`src/rtl/float_pkg.sv`:
```
// Shared constants and state type for the FP divide slot.
// Rounding mode is selected in float_div by FDIV_ROUND_NEAREST_EN.
package float_pkg;

   localparam int EXP_W   = 8;
   localparam int MAN_W   = 23;
   localparam int WORD_W  = 1 + EXP_W + MAN_W;
   localparam int BIAS    = 127;
   localparam int Q_W     = MAN_W + 3;
   localparam int CNT_W   = $clog2(Q_W + 1);
   localparam int LATENCY = MAN_W + 5;

   localparam logic [WORD_W-1:0] QNAN    = 32'h7FC0_0000;
   localparam logic [WORD_W-1:0] POS_INF = 32'h7F80_0000;

   typedef enum logic [1:0] {
      IDLE,
      DIV,
      NORM
   } fdiv_state_t;

endpackage

```
`src/rtl/fdiv_core.sv`:
```
// Restoring mantissa divider: {1,man_a} / {1,man_b}, one quotient bit per step,
// MSB first (weight 2^0 down to 2^-(Q_W-1)); finished once all Q_W bits are in.
module fdiv_core
   import float_pkg::*;
(
   input  logic             clk,
   input  logic             rst,
   input  logic             load,
   input  logic             step,
   input  logic [MAN_W-1:0] man_a,
   input  logic [MAN_W-1:0] man_b,
   output logic [Q_W-1:0]   q,
   output logic             rem_nz,
   output logic             finished
);

   logic [MAN_W:0]   divisor;
   logic [MAN_W+1:0] rem;
   logic [MAN_W:0]   diff;
   logic             q_bit;
   logic [CNT_W-1:0] cnt;

   // The partial remainder is always below 2*divisor, so the low bits of the
   // subtraction are exact whenever q_bit is set.
   always_comb begin
      q_bit = (rem >= {1'b0, divisor});
      diff  = rem[MAN_W:0] - divisor;
   end

   assign finished = (cnt == CNT_W'(Q_W));
   assign rem_nz   = |rem;

   // NOTE: registers use non-blocking assignments so every flop samples pre-edge values.
   always_ff @(posedge clk) begin
      if (rst) begin
         cnt <= '0;
      end else if (load) begin
         cnt <= '0;
      end else if (step && !finished) begin
         cnt <= cnt + CNT_W'(1);
      end
   end

   // NOTE: the datapath is not reset; it is always loaded before it is read.
   always_ff @(posedge clk) begin
      if (load) begin
         divisor <= {1'b1, man_b};
         rem     <= {2'b01, man_a};
         q       <= '0;
      end else if (step && !finished) begin
         q   <= {q[Q_W-2:0], q_bit};
         rem <= q_bit ? {diff, 1'b0} : {rem[MAN_W:0], 1'b0};
      end
   end

endmodule

```
`src/rtl/float_div.sv`:
```
// Sequential single-precision divider, out = num_1 / num_2, fixed LATENCY for all inputs.
// Define FDIV_ROUND_NEAREST_EN for round-to-nearest-even; otherwise results truncate.
module float_div
   import float_pkg::*;
(
   input  logic              clk,
   input  logic              rst,
   input  logic              start,
   input  logic [WORD_W-1:0] num_1,
   input  logic [WORD_W-1:0] num_2,
   output logic              busy,
   output logic              done,
   output logic [WORD_W-1:0] out
);

   localparam logic signed [EXP_W+1:0] BIAS_S   = (EXP_W+2)'(BIAS);
   localparam logic signed [EXP_W+1:0] EXP_MAX  = (EXP_W+2)'((1 << EXP_W) - 1);
   localparam logic signed [EXP_W+1:0] EXP_ZERO = '0;
   localparam logic signed [EXP_W+1:0] EXP_ONE  = (EXP_W+2)'(1);

   fdiv_state_t state, state_next;

   logic [WORD_W-1:0] op_a, op_b;
   logic              load;
   logic [Q_W-1:0]    q;
   logic              rem_nz, finished;

   logic              sign_a, sign_b, sign;
   logic [EXP_W-1:0]  exp_a, exp_b;
   logic [MAN_W-1:0]  man_a, man_b;
   logic              a_zero, b_zero, a_inf, b_inf, any_nan;

   logic signed [EXP_W+1:0] exp_diff, exp_n, exp_r;
   logic [MAN_W-1:0]        man_t;
   logic [MAN_W:0]          man_r;
   logic                    guard, sticky, round_up;
   logic [WORD_W-1:0]       result;

   assign load = (state == IDLE) && start;

   fdiv_core u_core (
      .clk      (clk),
      .rst      (rst),
      .load     (load),
      .step     (state == DIV),
      .man_a    (num_1[MAN_W-1:0]),
      .man_b    (num_2[MAN_W-1:0]),
      .q        (q),
      .rem_nz   (rem_nz),
      .finished (finished)
   );

   always_ff @(posedge clk) begin
      if (rst) begin
         state <= IDLE;
      end else begin
         state <= state_next;
      end
   end

   // NOTE: every output of this block gets a default first, so no latch is inferred.
   always_comb begin
      state_next = state;
      busy       = (state != IDLE);
      case (state)
         IDLE:    if (start) state_next = DIV;
         DIV:     if (finished) state_next = NORM;
         NORM:    state_next = IDLE;
         default: state_next = IDLE;
      endcase
   end

   always_ff @(posedge clk) begin
      if (load) begin
         op_a <= num_1;
         op_b <= num_2;
      end
   end

   assign {sign_a, exp_a, man_a} = op_a;
   assign {sign_b, exp_b, man_b} = op_b;
   assign sign    = sign_a ^ sign_b;
   assign a_zero  = (exp_a == '0);
   assign b_zero  = (exp_b == '0);
   assign a_inf   = (&exp_a) && (man_a == '0);
   assign b_inf   = (&exp_b) && (man_b == '0);
   assign any_nan = ((&exp_a) && (man_a != '0)) || ((&exp_b) && (man_b != '0)) ||
                    (a_zero && b_zero) || (a_inf && b_inf);

   // A quotient below 1.0 leaves its leading one at q[Q_W-2], costing one exponent step.
   always_comb begin
      exp_diff = $signed({2'b00, exp_a}) - $signed({2'b00, exp_b});
      if (q[Q_W-1]) begin
         man_t  = q[Q_W-2:2];
         guard  = q[1];
         sticky = q[0] | rem_nz;
         exp_n  = exp_diff + BIAS_S;
      end else begin
         man_t  = q[Q_W-3:1];
         guard  = q[0];
         sticky = rem_nz;
         exp_n  = exp_diff + BIAS_S - EXP_ONE;
      end
   end

`ifdef FDIV_ROUND_NEAREST_EN
   assign round_up = guard & (sticky | man_t[0]);
`else
   logic unused_round;
   assign round_up     = 1'b0;
   assign unused_round = guard | sticky;
`endif

   always_comb begin
      man_r = {1'b0, man_t} + {{MAN_W{1'b0}}, round_up};
      exp_r = man_r[MAN_W] ? exp_n + EXP_ONE : exp_n;
      if (any_nan) begin
         result = QNAN;
      end else if (a_inf || b_zero) begin
         result = POS_INF | {sign, {(WORD_W-1){1'b0}}};
      end else if (a_zero || b_inf) begin
         result = {sign, {(WORD_W-1){1'b0}}};
      end else if (exp_r >= EXP_MAX) begin
         result = POS_INF | {sign, {(WORD_W-1){1'b0}}};
      end else if (exp_r <= EXP_ZERO) begin
         result = {sign, {(WORD_W-1){1'b0}}};
      end else begin
         result = {sign, exp_r[EXP_W-1:0], man_r[MAN_W-1:0]};
      end
   end

   always_ff @(posedge clk) begin
      if (rst) begin
         done <= 1'b0;
         out  <= '0;
      end else begin
         done <= (state == NORM);
         if (state == NORM) begin
            out <= result;
         end
      end
   end

endmodule

```
`config.mk`:
```
export PLATFORM = sky130hd
export DESIGN_NAME = float_div
export DESIGN_NICKNAME = d
export VERILOG_FILES = /design/src/rtl/float_pkg.sv /design/src/rtl/fdiv_core.sv /design/src/rtl/float_div.sv
export SDC_FILE = /design/constraint.sdc
export NUM_CORES = 1
export LEC_CHECK = 0
export CAP_MARGIN = 20
export CORE_UTILIZATION = 35
export CTS_CLUSTER_DIAMETER = 150
export DETAILED_ROUTE_END_ITERATION = 8
export PLACE_DENSITY_LB_ADDON = 0.25
export SLEW_MARGIN = 20
export SYNTH_ARGS = -nofsm -noshare
export SYNTH_HDL_FRONTEND = slang
export SYNTH_HIERARCHICAL = 1
export SYNTH_SLANG_ARGS = --single-unit
```
`constraint.sdc`:
```
create_clock -name clk -period 14.9 [get_ports clk]
set_clock_uncertainty 0.1 [all_clocks]
set_input_delay 2.98 -clock clk [delete_from_list [all_inputs] [get_ports clk]]
set_output_delay 2.98 -clock clk [all_outputs]
set_load 0.01 [all_outputs]
```
* After elaboration in Yosys (flattened, before gate mapping)
Cells that the tools add are included.
Word-level totals: flip-flop bits (word level) 178, latch bits 0, memory bits (writable) 0, ROM bits 0, input port bits 67, output and inout bits 34, logic and storage cells 64, memories kept 0
Operators by class: add/subtract/negate cells 5, $mul 0, div/mod/pow operators 0, order comparisons 3, equality and inequality tests 5, shift operators 0, multiplexer cells 13, bitwise logic cells 1, reduce and logical (&&, ||, !) cells 27
Operator list (number):
- $mux 31 | 4
- $mux 23 | 3
- $logic_not 23->1 | 2
- $reduce_bool 23->1 | 2
- $mux 32 | 1
- $ge 25x24->1 | 1
- $mux 25 | 1
- $sub 24x24->24 | 1
- $logic_not 8->1 | 2
- $reduce_and 8->1 | 2
- $add 9x8->10 const B | 1
- $ge 10x9->1 const B | 1
- $le 10x1->1 const B | 1
- $mux 10 | 1
- $sub 10x2->10 const B | 1
- $sub 8x8->9 | 1
- $logic_and 1x1->1 | 8
- $add 5x1->5 const B | 1
- $eq 5x5->1 const B | 1
- $logic_or 1x1->1 | 5
- $mux 2 | 2
- $ne 2x2->1 const B | 2
- $pmux 2 s2 | 1
- $reduce_bool 2->1 | 2
- 7 further kinds | 7

* Depth between registers and ports, before layout
Gate-level depths: netlist (run 1).
word-level depth 10, depth in mapped cells 15, mapped depth without buffers 14

* By module
Netlist (run 1), hierarchy kept.
By module, submodules not included:
- float_div | instances 1, cells an instance 401, area each 4703.3 um^2, sequential area each 2622.5 um^2
- fdiv_core | instances 1, cells an instance 496, area each 4501.8 um^2, sequential area each 2042.0 um^2

* Least setup slack after synthesis (run 1)
Ideal clock, no wire load.
path type input -> register, start point input start, end point register u_core.rem[0] (enable), setup time 0.380 ns, arrival 7.860 ns, required time 14.420 ns, path slack 6.561 ns, stages on the path 6, buffers on the path 2, cells stage by stage inv_1 nor2_1 clkbuf_1 inv_1 clkbuf_1 nand2_1
Between the ends: word-level cells in the longest chain between the ends 2
RTL lines:
- from (decl) | line float_div.sv:8 | input logic start,
- $logic_and 1x1->1 | line float_div.sv:39 | assign load = (state == IDLE) && start;
- named net load | line float_div.sv:24 | logic load;
- $reduce_bool 2->1 (no line)
- to (signal assigned) | line fdiv_core.sv:48 | rem <= {2'b01, man_a};
- to (signal assigned) | line fdiv_core.sv:52 | rem <= q_bit ? {diff, 1'b0} : {rem[MAN_W:0], 1'b0};
- to (decl) | line fdiv_core.sv:18 | logic [MAN_W+1:0] rem;
The timed path passes the listed nets, and every way through them passes these cells. A chain may end at the register's enable or synchronous reset.

* Worst setup path in the final report (run 1)
start point input start, end point register u_core.rem[12] (enable)
The elaborated chain is that of the path after synthesis.

==> results.cfg, run 1 <==
[status]
status = finished clean

[synth]
yosys_warnings = 6
synth_cells = 889
syn-mean-instance-area_um2 = 10.3
area_of_the_mapped_netlist_mm2 = 0.00915
postSynthNetCount = 993

[worst_setup_path]
timing.critical_path.slowest_cell_delay_ns = 0.95
worstSetupStartpointType = input pin
critical_path_class = in -> reg
critPathCaptureType = flip-flop
timing.critical_path.arrival_ns = 5.96
largest_fanout_of_any_net_on_the_critical_path = 75
worstPathRequired_ns = 14.84
crit_chain = clkdlybuf4s50_1, inv_1, nor2_4, buf_4, inv_1, nand2_1
slowest_cell_on_the_critical_path = sky130_fd_sc_hd__nand2_1
crit_path_frequent_cell = sky130_fd_sc_hd__inv_1

[final_layout]
layout.cell_area.non_filler_mm2 = 0.0110
mostFrequentLayoutCell = sky130_fd_sc_hd__nand2_1
syn2layout_area_growth_pct = 20.7
final_net_count = 1075
final_core_utilization_pct = 43.5
final_cell_mix = sky130_fd_sc_hd__nand2_1, sky130_fd_sc_hd__edfxtp_1, sky130_fd_sc_hd__clkdlybuf4s50_1
final_layout_fill_cell_count = 2475
antenna_cells_inserted = 0
fraction_of_layout_cells_with_a_size_suffix_above_1_pct = 6.71

[placement]
placed_area_mm2 = 0.0104
placement.io_buffers = 100
post-dp-hpwl_um = 14700
placer_congestion = 0.834

[global_routing]
pin_count_of_the_biggest_net_entering_global_routing = 76
grt_pass1_wl_um = 32900
number_of_global_route_vias_before_repair = 6376
grt_util_all_layers_pct = 15.7
antenna_found_initial = 0
grt_overflow = 0

[cts]
cts_max_level = 4
cts_repair_resize_count = 0
clock_tree.buffer_depth = 2
cts_tree = yes
worst_setup_hold_path_clk_slew_ns = 0.08
cts_root_buf = sky130_fd_sc_hd__clkbuf_16
cts_buffers = 17
worst_skew_pair.late_latency_ns = 0.43
cts_hold_buf = 0
tritoncts_num_sinks = 178
post_cts_buffers = 0

[floorplan]
ios = 101
floorplan.rows = 58
initial_utilization_pct = 36.0
core-area_mm2 = 0.0254
total_die_area_mm2 = 0.0268
die_h_um = 164
die_w_um = 164

[detailed_routing]
detail_route.iter0.violations = 457
routed-via-count = 6700
detail_route.drc_violations = 0
routed_wl_um = 20300
routed_wire_length_per_instance_um = 15.4
drt-pass1-iter-count = 5
mean_number_of_vias_per_cell = 5.10
ant_nets = 0

[timing]
tns_ns = 0
timing.final.crit_period_ns = 6.02
achievable_clock_frequency_mhz = 166
timing_hold_violations_final = 0
slew_violations = 0
finalCritPeriodShare_pct = 40.4
rsz_0062_raised_after_global_routing = no
headroom_to_the_max_slew_limit_pct = 29.8
max_slew.worst_pin.slew_ns = 1.05
report.final.setup_viol = 0

[hold_path]
worst_hold_path_type = reg -> reg

[power_and_ir_drop]
max-vdd-ir-drop_v = 0.0000690
total_leakage_power_uw = 0.00394
power.density_cell_area_mw_per_mm2 = 139

[run]
drv_cap = 0
==> path summary, 6_finish.rpt <==
| check | startpoint | depth (start not counted) | slack (ns) | endpoint |
|---|---|---|---|---|
| setup reg to reg | op_a[23] | 14 | 10.46 | out[22] |
| hold / removal | out[13] | 2 | 0.34 | out[13] |
| setup / recovery | start | 6 | 8.88 | u_core/rem[12] |
| hold reg to reg | out[13] | 2 | 0.34 | out[13] |
==> cell type report <==
class / count / area (um^2) / area share, %
Sequential cell: 178 / 4660 / 42.2
Multi-Input combinational cell: 613 / 4080 / 36.9
Timing Repair Buffer: 106 / 1050 / 9.47
Clock buffer: 17 / 425 / 3.85
Tap cell: 330 / 413 / 3.74
Clock inverter: 15 / 209 / 1.89
Inverter: 55 / 206 / 1.87
==> routing by layer <==
metal	global-route usage, %	routed length [um]	share of wire, %	vias to the layer above
met5	0	0	0	-
met4	4.76	183	0.90	0
met3	2.45	610	3.0	12
met2	25.8	9470	47	125
met1	21.1	10000	49	3158
li1	-	-	-	3405
==> critical path: cells and delay by family <==
family | cells | cell delay (ns)
and+or+nand+nor | 2 | 1.05
buffers and inverters | 4 | 1.88
==> report_power, final <==
| group | total, uW | internal [uW] | switching (uW) |
|---|---|---|---|
| clock network | 461 | 232 | 229 |
| registers | 611 | 580 | 31.0 |
| logic | 463 | 192 | 271 |
| total | 1530 | 1000 | 531 |
==> flip-flops by register name, summed over array words and instances, names as in the netlist <==
name,count
u_core/rem,25
u_core/q,26
out,32
u_core/divisor,23
u_core/cnt,5
state,2
op_a,32
done,1
op_b,32
==> metrics by stage <==
stage                     worst slack [ns]  hold WS, ns  cells  total power (uW)
final                                 8.88        0.344   1314              1530
after global routing                  8.61        0.368   1314              1620
after CTS                             8.90        0.349   1314              1540
after detailed placement              8.43        0.339   1282              1080
after global placement                8.45        0.332   1282              1080
after floorplan                       6.56        0.332    889               977
No activity file was read; power rests on OpenSTA's default activity.
==> inputs of run 2 (changes only) <==
Clock period 14.9 ns to 5.2 ns, I/O delays scaled along.
==> run 2 against run 1 <==
  * Critical path depth rose by 8
  * Largest cell class unchanged
  * Via count rose by 0.31%
  * Worst hold slack improved by 0.0018 ns
  * Setup slack got worse by 8.0 ns
  * Largest power group unchanged
  * Core utilization fell by 0.12 points
  * Highest routed layer unchanged
  * Clock power rose to 2.8 times the previous value
  * Sequential power rose to 2.8 times the previous value
==> results.cfg, run 2 (same netlist as run 1, synthesis figures left out) <==
[status]
status = finished clean

[floorplan]
die_h_um = 164
die_w_um = 164
core-area_mm2 = 0.0254
total_die_area_mm2 = 0.0268
initial_utilization_pct = 36.0
ios = 101
floorplan.rows = 58

[final_layout]
layout.area.seq_mm2 = 0.00466
syn2layout_area_growth_pct = 20.3
mostFrequentLayoutCell = sky130_fd_sc_hd__nand2_1
final_cell_mix = sky130_fd_sc_hd__nand2_1, sky130_fd_sc_hd__edfxtp_1, sky130_fd_sc_hd__clkdlybuf4s50_1
multi_input_area_mm2 = 0.00408
reg.largest.list = op_a (32), op_b (32), out (32)
antenna_cells_inserted = 0
final_net_count = 1077
final_layout_fill_cell_count = 2460
fraction_of_layout_cells_with_a_size_suffix_above_1_pct = 6.90

[detailed_routing]
routed_wire_length_per_instance_um = 15.6
routed-via-count = 6721
routed_wl_um = 20500
drt-pass1-iter-count = 5
mean_number_of_vias_per_cell = 5.11
ant_nets = 0
detail_route.drc_violations = 0
detail_route.iter0.violations = 423

[cts]
cts_buffers = 17
cts_max_level = 4
cts_hold_buf = 0
clock_tree.buffer_depth = 2
cts_root_buf = sky130_fd_sc_hd__clkbuf_16
tritoncts_num_sinks = 178
cts_tree = yes
post_cts_buffers = 0
cts_repair_resize_count = 0
worst_skew_pair.late_latency_ns = 0.44
worst_setup_hold_path_clk_slew_ns = 0.08

[worst_setup_path]
timing.critical_path.arrival_ns = 4.50
critical_path.startpoint = op_a[23]
worstPathRequired_ns = 5.39
critPathCaptureType = flip-flop
largest_fanout_of_any_net_on_the_critical_path = 23
worstRegToRegCells = 14
worstSetupStartpointType = flip-flop
r2r_start = op_a[23]
critical_path_class = reg -> reg

[timing]
slew_violations = 0
max_slew.worst_pin.slew_ns = 1.12
rsz_0062_raised_after_global_routing = no
finalCritPeriodShare_pct = 82.9
timing_hold_violations_final = 0
final_critical_path_setup_slack_ns = 0.889
tns_ns = 0
report.final.setup_viol = 0
achievable_clock_frequency_mhz = 232
timing.final.crit_period_ns = 4.31
headroom_to_the_max_slew_limit_pct = 24.8

[hold_path]
worst_hold_path.num_cells = 2
worst_hold_path_type = reg -> reg
hold_startpoint = out[9]

[power_and_ir_drop]
total_leakage_power_uw = 0.00394
max-vdd-ir-drop_v = 0.000195
power.density_cell_area_mw_per_mm2 = 393

[global_routing]
antenna_found_initial = 0
number_of_global_route_vias_before_repair = 6512
grt_overflow = 0
grt_pass1_wl_um = 33300
pin_count_of_the_biggest_net_entering_global_routing = 149
grt_util_all_layers_pct = 16.0

[placement]
placement.io_buffers = 100
pre_cts_worst_setup_slack_ns = 0.897
placer_congestion = 0.841
post-dp-hpwl_um = 14600

[run]
drv_cap = 0
[run 2: critical path, cell delays in order (launching register included)]
cell                       delay, ns
sky130_fd_sc_hd__edfxtp_1       0.40
sky130_fd_sc_hd__inv_1          0.08
sky130_fd_sc_hd__ha_1           0.17
sky130_fd_sc_hd__inv_1          0.06
sky130_fd_sc_hd__fa_1           0.49
sky130_fd_sc_hd__inv_1          0.06
sky130_fd_sc_hd__ha_1           0.34
sky130_fd_sc_hd__or3b_1         0.43
sky130_fd_sc_hd__o22ai_2        0.19
sky130_fd_sc_hd__o221ai_2       0.17
sky130_fd_sc_hd__a211oi_2       0.28
sky130_fd_sc_hd__xnor2_1        0.13
sky130_fd_sc_hd__a2111o_1       0.35
sky130_fd_sc_hd__o211ai_2       0.72
sky130_fd_sc_hd__o32ai_1        0.19
[run 2: final timing paths]
kind	to	slack, ns
worst min-delay path	out[9]	0.35
worst min register to register	out[9]	0.35
worst max register to register	out[22]	0.89
worst max-delay path	out[22]	0.89
[run 2: where the power goes]
| group | internal, uW | switching (uW) | leakage (uW) |
|---|---|---|---|
| logic | 556 | 765 | 0.00204 |
| clock network | 662 | 621 | 0.000293 |
| registers | 1660 | 66.4 | 0.00161 |
| total | 2880 | 1450 | 0.00394 |
[run 2: cell type report]
cell class              count  area share (%)
clock inverters            15            1.36
inverters                  55            1.87
multi-input cells         613            37.0
clock buffers              17            3.86
well taps                 330            3.75
flip-flops and latches    178            42.4
repair buffers            108            9.75
[run 2: stage by stage]
step	utilization, %	power (uW)	instances	hold slack [ns]	instance area, um^2
6_report	43.4	4330	1316	0.345	11000
3_5_place_dp	41.1	3070	1284	0.339	10400
3_3_place_gp	41.1	3060	1284	0.334	10400
4_1_cts	43.4	4370	1316	0.349	11000
2_1_floorplan	-	2800	889	0.332	9160
5_1_grt	43.4	4580	1316	0.372	11000
[run 2: per-layer routing]
metal / global-route usage, % / part of all wire (%) / vias to the layer above / wire [um]
met3: 2.12 / 3.1 / 26 / 626
met1: 20.5 / 47 / 3160 / 9660
li1: - / - / 3412 / -
met2: 26.9 / 48 / 123 / 9820
met4: 7.11 / 1.8 / 0 / 377
met5: 0 / 0 / - / 0
==> inputs of run 3 (changes only) <==
Clock period 5.2 ns to 4.5 ns, I/O delays scaled along.
==> run 3 against run 2 <==
  * Via count shrank 0.73%
  * Combinational power up 17%
  * Register-to-register slack worse by 0.37 ns
  * Worst hold slack about the same
  * Total power grew 18%
  * Largest cell class unchanged
  * Design area grew 0.72%
  * Setup slack got worse by 0.37 ns
  * Maximum frequency grew 8.2%
  * Non-clock buffer count grew 2
  * Routed wire length decreased by 0.39%
  * Die area did not move
==> results.cfg, run 3 (same netlist as run 1, synthesis figures left out) <==
[final_layout]
syn2layout_area_growth_pct = 21.2
final_net_count = 1079
final_cell_mix = sky130_fd_sc_hd__nand2_1, sky130_fd_sc_hd__edfxtp_1, sky130_fd_sc_hd__clkdlybuf4s50_1
fraction_of_layout_cells_with_a_size_suffix_above_1_pct = 7.19
reg.largest.list = op_a (32), op_b (32), out (32)
antenna_cells_inserted = 0
final_cell_count_no_fill = 1318
mostFrequentLayoutCell = sky130_fd_sc_hd__nand2_1

[placement]
place_inst = 1286
placer_congestion = 0.834
placement.io_buffers = 100
post-dp-hpwl_um = 14600

[detailed_routing]
detail_route.drc_violations = 0
mean_number_of_vias_per_cell = 5.06
ant_nets = 0
routed_wire_length_per_instance_um = 15.5
routed-via-count = 6672
drt-pass1-iter-count = 5
routed_wl_um = 20400
detail_route.iter0.violations = 471

[global_routing]
grt_util_all_layers_pct = 16.0
grt_pass1_wl_um = 33400
grt_overflow = 0
antenna_found_initial = 1
pin_count_of_the_biggest_net_entering_global_routing = 149
number_of_global_route_vias_before_repair = 6461

[worst_setup_path]
timing.critical_path.slowest_cell_delay_ns = 0.51
timing.critical_path.arrival_ns = 4.17
critPathCaptureType = flip-flop
timing.critical_path.max_delay_family = compound AO/OA/AOI/OAI gates
path_buf_inv = 4
slowest_cell_on_the_critical_path = sky130_fd_sc_hd__fa_1
largest_fanout_of_any_net_on_the_critical_path = 23
r2r_slack_ns = 0.52
worstPathRequired_ns = 4.69
critical_path_class = reg -> reg
crit_path_frequent_cell = sky130_fd_sc_hd__inv_1
worstSetupStartpointType = flip-flop
crit_chain = inv_1, ha_1, inv_1, fa_1, inv_1, ha_1, or3b_1, o22ai_2, o221ai_2, a211oi_2, xnor2_1, a2111o_1, o211ai_2, buf_4, o32ai_1

[timing]
max_slew.worst_pin.slew_ns = 0.821
rsz_0062_raised_after_global_routing = no
achievable_clock_frequency_mhz = 251
report.final.setup_viol = 0
tns_ns = 0
slew_violations = 0
finalCritPeriodShare_pct = 88.5
timing.final.crit_period_ns = 3.98
timing_hold_violations_final = 0
headroom_to_the_max_slew_limit_pct = 45.1

[cts]
worst_setup_hold_path_clk_slew_ns = 0.08
clock_tree.buffer_depth = 2
cts_hold_buf = 0
worst_skew_pair.late_latency_ns = 0.43
cts_buffers = 17
cts_root_buf = sky130_fd_sc_hd__clkbuf_16
cts_repair_resize_count = 0
cts_tree = yes
cts_max_level = 4
tritoncts_num_sinks = 178
post_cts_buffers = 0

[floorplan]
die_h_um = 164
die_w_um = 164
ios = 101
total_die_area_mm2 = 0.0268
floorplan.rows = 58
core-area_mm2 = 0.0254
initial_utilization_pct = 36.0

[power_and_ir_drop]
post-layout-total-power_uw = 5110
total_leakage_power_uw = 0.00397
power.density_cell_area_mw_per_mm2 = 461
max-vdd-ir-drop_v = 0.000194

[run]
drv_cap = 0

[status]
status = finished clean

[hold_path]
worst_hold_path_type = reg -> reg
run 3: cell count changes in the layout (fill, tap and decap cells not counted):
cell,delta
sky130_fd_sc_hd__clkinv_8,+4
sky130_fd_sc_hd__clkbuf_16,+1
sky130_fd_sc_hd__nor2_2,+1
sky130_fd_sc_hd__inv_6,-2
sky130_fd_sc_hd__nor2_1,-1
sky130_fd_sc_hd__bufinv_16,+1
sky130_fd_sc_hd__bufinv_8,-1
sky130_fd_sc_hd__inv_8,-1
sky130_fd_sc_hd__inv_4,-2
sky130_fd_sc_hd__buf_4,+2
run 3: worst min-delay path: stages, from the launching register on:
cell and delay, ns:
sky130_fd_sc_hd__dfxtp_1 0.31, sky130_fd_sc_hd__nand2_1 0.05, sky130_fd_sc_hd__o21ai_1 0.05
run 3: cell type report:
cell class	count	area [um^2]
Clock buffer	18	450
Clock inverter	14	186
Fill cell	2489	14300
Inverter	55	206
Multi-Input combinational cell	613	4080
Sequential cell	178	4660
Tap cell	330	413
Timing Repair Buffer	110	1090
run 3: where the power goes:
part	internal, uW	switching [uW]
Combinational	653	894
Sequential	1920	80.1
Clock	838	729
run 3: routing by layer:
layer	wire length, um	up-vias	global-route usage, %
met2	9570	108	26.2
met1	9840	3121	21.0
li1	-	3418	-
met5	9	-	0
met4	286	2	4.63
met3	693	23	3.64
run 3: final timing paths:
check	endpoint	start	cells past startpoint
worst max-delay path	out[22]	op_a[23]	15
worst min-delay path	out[8]	out[8]	2
worst max register to register	out[22]	op_a[23]	15
worst min register to register	out[8]	out[8]	2
run 3: metrics by stage:
| stage | worst slack (ns) | hold slack (ns) | util (%) | instance area (um^2) |
|---|---|---|---|---|
| after floorplan | 0.626 | 0.332 | - | 9160 |
| after global placement | 0.677 | 0.334 | 41.1 | 10500 |
| after detailed placement | 0.569 | 0.338 | 41.2 | 10500 |
| after CTS | 0.521 | 0.350 | 43.7 | 11100 |
| after global routing | 0.286 | 0.364 | 43.7 | 11100 |
| final | 0.517 | 0.346 | 43.7 | 11100 |
